[config.mk]
export PLATFORM = sky130hd
export DESIGN_NAME = jclock_stepper_flat
export DESIGN_NICKNAME = d
export VERILOG_FILES = /design/src/rtl/jclock_stepper_if.sv /design/src/rtl/jclock_stepper.sv /design/src/flat_wrapper.sv
export SDC_FILE = /design/constraint.sdc
export NUM_CORES = 1
export LEC_CHECK = 0
export BUFFER_PORTS_ARGS = -buffer_cell sky130_fd_sc_hd__buf_2
export CAP_MARGIN = 40
export CORE_MARGIN = 3
export CORE_UTILIZATION = 40
export DETAILED_ROUTE_END_ITERATION = 8
export PLACE_DENSITY = 0.66
export SYNTH_ARGS = -nofsm -noshare
export SYNTH_HDL_FRONTEND = slang
export SYNTH_SLANG_ARGS = --single-unit
[constraint.sdc]
create_clock -name wclk -period 1.5 [get_ports wclk]
set_input_delay 0.15 -clock wclk [delete_from_list [all_inputs] [get_ports wclk]]
set_output_delay 0.15 -clock wclk [all_outputs]
set_load 0.05 [all_outputs]
[src/rtl/jclock_stepper_if.sv]
// Control and status bundle for the CPU clock/stepper front end.
// Ports: whalt/wsingle/wstep_rst (controls into the stepper),
//        wclk_e/wclk_s/wstep/wphase/wtick/whalted (decoded state out).
interface jclock_stepper_if #(
  parameter int NSTEPS = 6
);
  logic              whalt;
  logic              wsingle;
  logic              wstep_rst;
  logic              wclk_e;
  logic              wclk_s;
  logic [NSTEPS-1:0] wstep;
  logic [1:0]        wphase;
  logic              wtick;
  logic              whalted;

  // Controller side: drives halt/single/step-restart, observes clocks and step.
  modport master (
    output whalt, wsingle, wstep_rst,
    input  wclk_e, wclk_s, wstep, wphase, wtick, whalted
  );

  // Stepper side.
  modport slave (
    input  whalt, wsingle, wstep_rst,
    output wclk_e, wclk_s, wstep, wphase, wtick, whalted
  );
endinterface

[src/rtl/jclock_stepper.sv]
// Four-phase CPU clock generator and one-hot instruction stepper with halt/single-tick control.
// Ports: wclk (system clock), wreset (sync active-low reset), bus (jclock_stepper_if.slave).
// Outputs decode registers only; one tick = four wclk cycles, halt/single act at tick boundaries.
module jclock_stepper #(
  parameter int NSTEPS = 6
) (
  input  logic               wclk,
  input  logic               wreset,
  jclock_stepper_if.slave    bus
);

  typedef enum logic [1:0] {
    RUN    = 2'd0,
    HALTED = 2'd1,
    SINGLE = 2'd2
  } mode_t;

  localparam logic [NSTEPS-1:0] STEP0 = {{(NSTEPS-1){1'b0}}, 1'b1};

  mode_t             mode;
  logic [1:0]        phase;
  logic [NSTEPS-1:0] step;
  logic              wsingle_q;
  // Set by reset: the first phase-3 cycle after reset is not a real tick,
  // so it neither pulses wtick nor advances the stepper.
  logic              first;

  logic              active;
  logic [NSTEPS-1:0] step_adv;

  assign active   = (mode != HALTED);
  assign step_adv = (bus.wstep_rst || step[NSTEPS-1]) ? STEP0
                                                      : {step[NSTEPS-2:0], 1'b0};

  always_ff @(posedge wclk) begin
    if (!wreset) begin
      mode      <= RUN;
      phase     <= 2'd3;
      step      <= STEP0;
      wsingle_q <= 1'b0;
      first     <= 1'b1;
    end else begin
      wsingle_q <= bus.wsingle;
      first     <= 1'b0;
      case (mode)
        RUN, SINGLE: begin
          if (phase != 2'd3) begin
            phase <= phase + 2'd1;
          end else if (first) begin
            phase <= 2'd0;
          end else begin
            // Tick boundary: advance the stepper, then either halt
            // (phase parked at 3) or start the next tick.
            step <= step_adv;
            if (mode == SINGLE || bus.whalt) begin
              mode <= HALTED;
            end else begin
              phase <= 2'd0;
            end
          end
        end
        HALTED: begin
          if (bus.wstep_rst) begin
            step <= STEP0;
          end
          // Dropping halt wins over a simultaneous single request.
          if (!bus.whalt) begin
            mode  <= RUN;
            phase <= 2'd0;
          end else if (bus.wsingle && !wsingle_q) begin
            mode  <= SINGLE;
            phase <= 2'd0;
          end
        end
        default: begin
          mode  <= RUN;
          phase <= 2'd3;
        end
      endcase
    end
  end

  assign bus.wclk_e  = active && (phase != 2'd3);
  assign bus.wclk_s  = active && (phase == 2'd1);
  assign bus.wtick   = active && (phase == 2'd3) && !first;
  assign bus.whalted = (mode == HALTED);
  assign bus.wphase  = phase;
  assign bus.wstep   = step;

  a_step_onehot: assert property (@(posedge wclk) disable iff (!wreset) $onehot(step));
  a_set_in_enable: assert property (@(posedge wclk) disable iff (!wreset) bus.wclk_s |-> bus.wclk_e);

endmodule

[src/flat_wrapper.sv]
// flat-port wrapper written by rule: the top's interface ports become plain ports
module jclock_stepper_flat 
#(
  parameter int NSTEPS = 6
)
  (wclk, wreset, bus_whalt, bus_wsingle, bus_wstep_rst, bus_wclk_e, bus_wclk_s, bus_wstep, bus_wphase, bus_wtick, bus_whalted);
  jclock_stepper_if #(.NSTEPS(NSTEPS)) bus_i ();
  input  logic wclk;
  input  logic wreset;
  input wire logic [$bits(bus_i.whalt)-1:0] bus_whalt;
  input wire logic [$bits(bus_i.wsingle)-1:0] bus_wsingle;
  input wire logic [$bits(bus_i.wstep_rst)-1:0] bus_wstep_rst;
  output wire logic [$bits(bus_i.wclk_e)-1:0] bus_wclk_e;
  output wire logic [$bits(bus_i.wclk_s)-1:0] bus_wclk_s;
  output wire logic [$bits(bus_i.wstep)-1:0] bus_wstep;
  output wire logic [$bits(bus_i.wphase)-1:0] bus_wphase;
  output wire logic [$bits(bus_i.wtick)-1:0] bus_wtick;
  output wire logic [$bits(bus_i.whalted)-1:0] bus_whalted;
  assign bus_i.whalt = bus_whalt;
  assign bus_i.wsingle = bus_wsingle;
  assign bus_i.wstep_rst = bus_wstep_rst;
  assign bus_wclk_e = bus_i.wclk_e;
  assign bus_wclk_s = bus_i.wclk_s;
  assign bus_wstep = bus_i.wstep;
  assign bus_wphase = bus_i.wphase;
  assign bus_wtick = bus_i.wtick;
  assign bus_whalted = bus_i.whalted;
  jclock_stepper #(.NSTEPS(NSTEPS)) u_core (.wclk(wclk), .wreset(wreset), .bus(bus_i));
endmodule
* Yosys cells after proc, flatten, opt, wreduce, memory -nomap -nowiden *
Index checks and enable logic that the tools add are counted.

word-level totals
  input bits = 5
  register bits after elaboration = 12
  logic and storage cells = 51

cells by class
  mux-type cells = 18
  equal/unequal tests = 12
  reduce and logical (&&, ||, !) cells = 15
  add/subtract/negate cells = 1

operator list
  operator                                                               number
  6-bit two-way mux                                                      4
  2-bit two-way mux                                                      10
  6-bit case mux with 2 select lines                                     1
  2-bit != test, second input constant                                   4
  2-bit case mux with 2 select lines                                     2
  4-bit AND reduction                                                    2
  1-bit logical AND                                                      5
  2-bit by 1-bit equality test with 1-bit output, second input constant  2
  2-bit equality test, second input constant                             2
  2-bit by 1-bit != test with 1-bit output, second input constant        2
  4-bit by 3-bit != test with 1-bit output, second input constant        1
  3-bit by 2-bit != test with 1-bit output, second input constant        1
  2-bit by 1-bit adder with 2-bit output, second input constant          1
  1-bit zero test                                                        2
  2-bit zero test                                                        1
  1-bit logical OR                                                       2
  2-bit AND reduction                                                    1
  2-bit nonzero test                                                     1
  2-bit OR reduction                                                     1
  1-bit two-way mux                                                      1

* Depth between registers and ports, before layout *
  word-level depth = 6
  depth in mapped cells = 5
  gate-level depth less buffers = 4

* Worst setup path before layout *
OpenSTA, ideal clock, no wires.

  kind = reg-to-output
  start = register u_core.phase[0], in the netlist u_core.bus.wphase[0]
  end = output port bus_wtick
  stages on the path, launching flop included = 4
  setup slack = -0.145 ns
  data required time = 1.350 ns
  arrival = 1.495 ns
  cell sequence = dfxtp_1 > ha_1 > nor2b_1 > and2_2

between the ends
  word-level cells in the longest chain between the ends = 3

RTL lines
  what                             line                  source
  from (decl)                      jclock_stepper.sv:21  logic [1:0] phase;
  from (signal assigned)           jclock_stepper.sv:48  phase <= phase + 2'd1;
  2-bit equality test              jclock_stepper.sv:85  assign bus.wtick = active && (phase == 2'd3) && !first;
  1-bit logical AND (2 in series)  jclock_stepper.sv:85
  to (decl)                        flat_wrapper.sv:17    output wire logic [$bits(bus_i.wtick)-1:0] bus_wtick;

No other way between the ends.

* Worst setup path in the final report *
Ends and elaborated chain as after synthesis.

==> metrics.cfg <==
[floorplan]
fp.coreArea_um2=1400
fp-row-count=13
dieArea_um2=2120
fp.dieH_um=46.0
start_util=0.458
die_w_um=46.0
ios=17

[layout]
fin_cells=96
utilization=0.564
drive_above_1_share=0.407
layout.nets=90
nFillCells=128
final_common_cell=buf_2
diodes=0
area_growth_pct=23.0
mostFrequentLayoutCells=buf_2 (15), dfxtp_1 (9), nand4_1 (5), nand2_1 (5), mux2i_1 (5)

[sta]
hold_viol=0
fin_crit_sh=0.976
finalSetupTns_ps=0
rsz0062_at_grt=true
fmax_mhz=683
fin_ws_ps=35.9
setup_viol=0
relSlewSlack=0.747
fin_skew_ps=8.67
fin_crit_ps=1460
drv_slew=0
tightest_slew_ps=378

[cts]
clock_latency_ps=280
cts_tree=yes
cts_root_buffer=clkbuf_4
cts_sinks=12
cts_buffer_depth=2
cts_buffers=3
clk_pin_slew_worst_paths_ps=70
htree_levels=1

[global_route]
grt_pass1_vias=460
grt_overflow=0
grt_use_total=0.141
grt_max_degree=15
grt_pass1_wl_mm=2.05
antenna_found_initial=0

[yosys]
ys_seq_elements=12
synth-compound-area-share=0.184
yosysTopAreaCell=dfxtp_1
synth-simple-area-share=0.252
netlist_area_um2=641
yosysWarnings=0
synth_mux_area_frac=0.0781
synth_xor_area_frac=0
synthCells=63
synth_cell_type_count=30
synth_area_per_cell_um2=10.2
yosysSeqAreaShare=0.375
synth_area_leaders=dfxtp_1 (38%), mux2i_1 (7.8%), ha_1 (5.9%)
netlist.area_leader.share=0.375
synth_top_family_by_area=simple AND/OR/NAND/NOR gates
synth.net_count=71
synth_fa_ha_area_frac=0.0586

[worst_setup_path]
required_ps=1350
critical_path.max_stage_delay_ps=380
crit_path_cell_trace=ha_2 > nor2b_4 > and2_2 > buf_6
r2r_start=u_core.bus.wphase[0]
rr_worst_depth=4
crit_fanout=7
reg2reg_to=u_core.bus.wstep[1]
start_kind=register
worstSetupEndpointType=primary output
arrival_ps=1310
crit_path_top_delay_cell=dfxtp_4
critPathKind=register to primary output
reg2reg_slack_ps=210

[drt]
drt_iter0_markers=8
first_pass_iters=4
vias=533
drt-total-wl_mm=1.24
ant_nets=0
vias_per_cell=5.55
drc_errors=0
avgRoutedWirePerCell_um=12.9

[worst_hold_path]
hold_end=u_core.wsingle_q
worstHoldStart=bus_wsingle
min_path_type=input pin to register
whs_path_depth=2

[placement]
dp_slack_ps=116
dp.cells=92
dp.final_hpwl_um=937
numPortBuffers=16
routabilityCongestion=0.809

[power_and_ir_drop]
power_uw=980
powerDensity_nw_per_um2=1240
power.leakage_nw=0.350
peakVddDrop_v=0.000709

[job]
max-cap-violations=0

[status]
status=completed

-- logic make-up after synthesis --
group / Yosys count
multiplexers: 5
AND/OR/NAND/NOR: 26
AO/OA/AOI/OAI: 12
adder cells (fa/ha/maj): 3
buffers and inverters: 5
flip-flops: 12
-- worst max path at each step --
stage | from | to | slack, ps | depth (start not counted)
6_report | u_core.bus.wphase[0] | bus_wtick | 40 | 4
5_1_grt | u_core.bus.wphase[0] | bus_wtick | -40 | 4
4_1_cts | u_core.bus.wphase[0] | bus_wtick | -40 | 4
3_5_place_dp | u_core.bus.wphase[0] | bus_wtick | 120 | 4
3_3_place_gp | u_core.bus.wphase[0] | bus_wtick | 180 | 4
2_1_floorplan | u_core.bus.wphase[0] | bus_wclk_e | 10 | 2
-- registers in the layout (all words and copies together) (netlist names) --
signal             flops
u_core.bus.wstep       6
u_core.wsingle_q       1
u_core.mode            2
u_core.first           1
u_core.bus.wphase      2
-- layout make-up --
type | count | area [µm²] | share of cell area
timing repair buffer | 16 | 86.3 | 0.110
multi-input combinational | 46 | 382 | 0.484
sequential | 12 | 246 | 0.313
clock buffer | 4 | 36.3 | 0.0460
inverter | 3 | 18.8 | 0.0238
tap | 15 | 18.8 | 0.0238
-- repair_timing --
item / in CTS / in global routing
buffers inserted: 0 / 0
setup endpoints to repair: 4 / 4
endpoints found under the hold margin: 0 / 0
hold buffers: 0 / 0
resized for setup: 4 / 4
-- routing by layer --
metal | global-route usage | routed length, µm | vias up
met1 | 0.196 | 631 | 241
li1 | - | - | 272
met3 | 0.0237 | 68 | 5
met4 | 0.136 | 46 | 0
met5 | 0 | 0 | -
met2 | 0.176 | 497 | 15
-- critical path, delay by kind of cell (launching register included) --
family	cells	cell delay, ps
buffers and inverters	1	150
adder cells (fa/ha/maj)	1	190
AND/OR/NAND/NOR	2	320
flip-flops	1	380
-- synthesized netlist by cell type (all sizes together) --
library cell	instances
dfxtp	12
a21oi	2
nor2b	1
nand3b	1
inv	3
nor2	4
a41oi	2
nand4	5
nand2b	3
buf	1
a2111oi	1
clkbuf	1
and2	3
nand4b	1
or2	1
o31ai	1
a21boi	1
mux2i	5
nand2	5
and3	1
o21ai	1
ha	3
a21bo	1
a32oi	1
a31oi	2
nor3b	1
-- power by group --
group	internal, mW	total [mW]	switching, mW
Sequential	0.345	0.374	0.0298
Combinational	0.116	0.346	0.230
Clock	0.148	0.260	0.112
-- metrics by stage --
stage	hold WS [ps]	cell area, µm²
2_1_floorplan	272	643
3_3_place_gp	384	727
3_5_place_dp	396	727
4_1_cts	108	774
5_1_grt	126	788
6_report	116	788
Note: power is estimated with default switching activity, not from simulation.
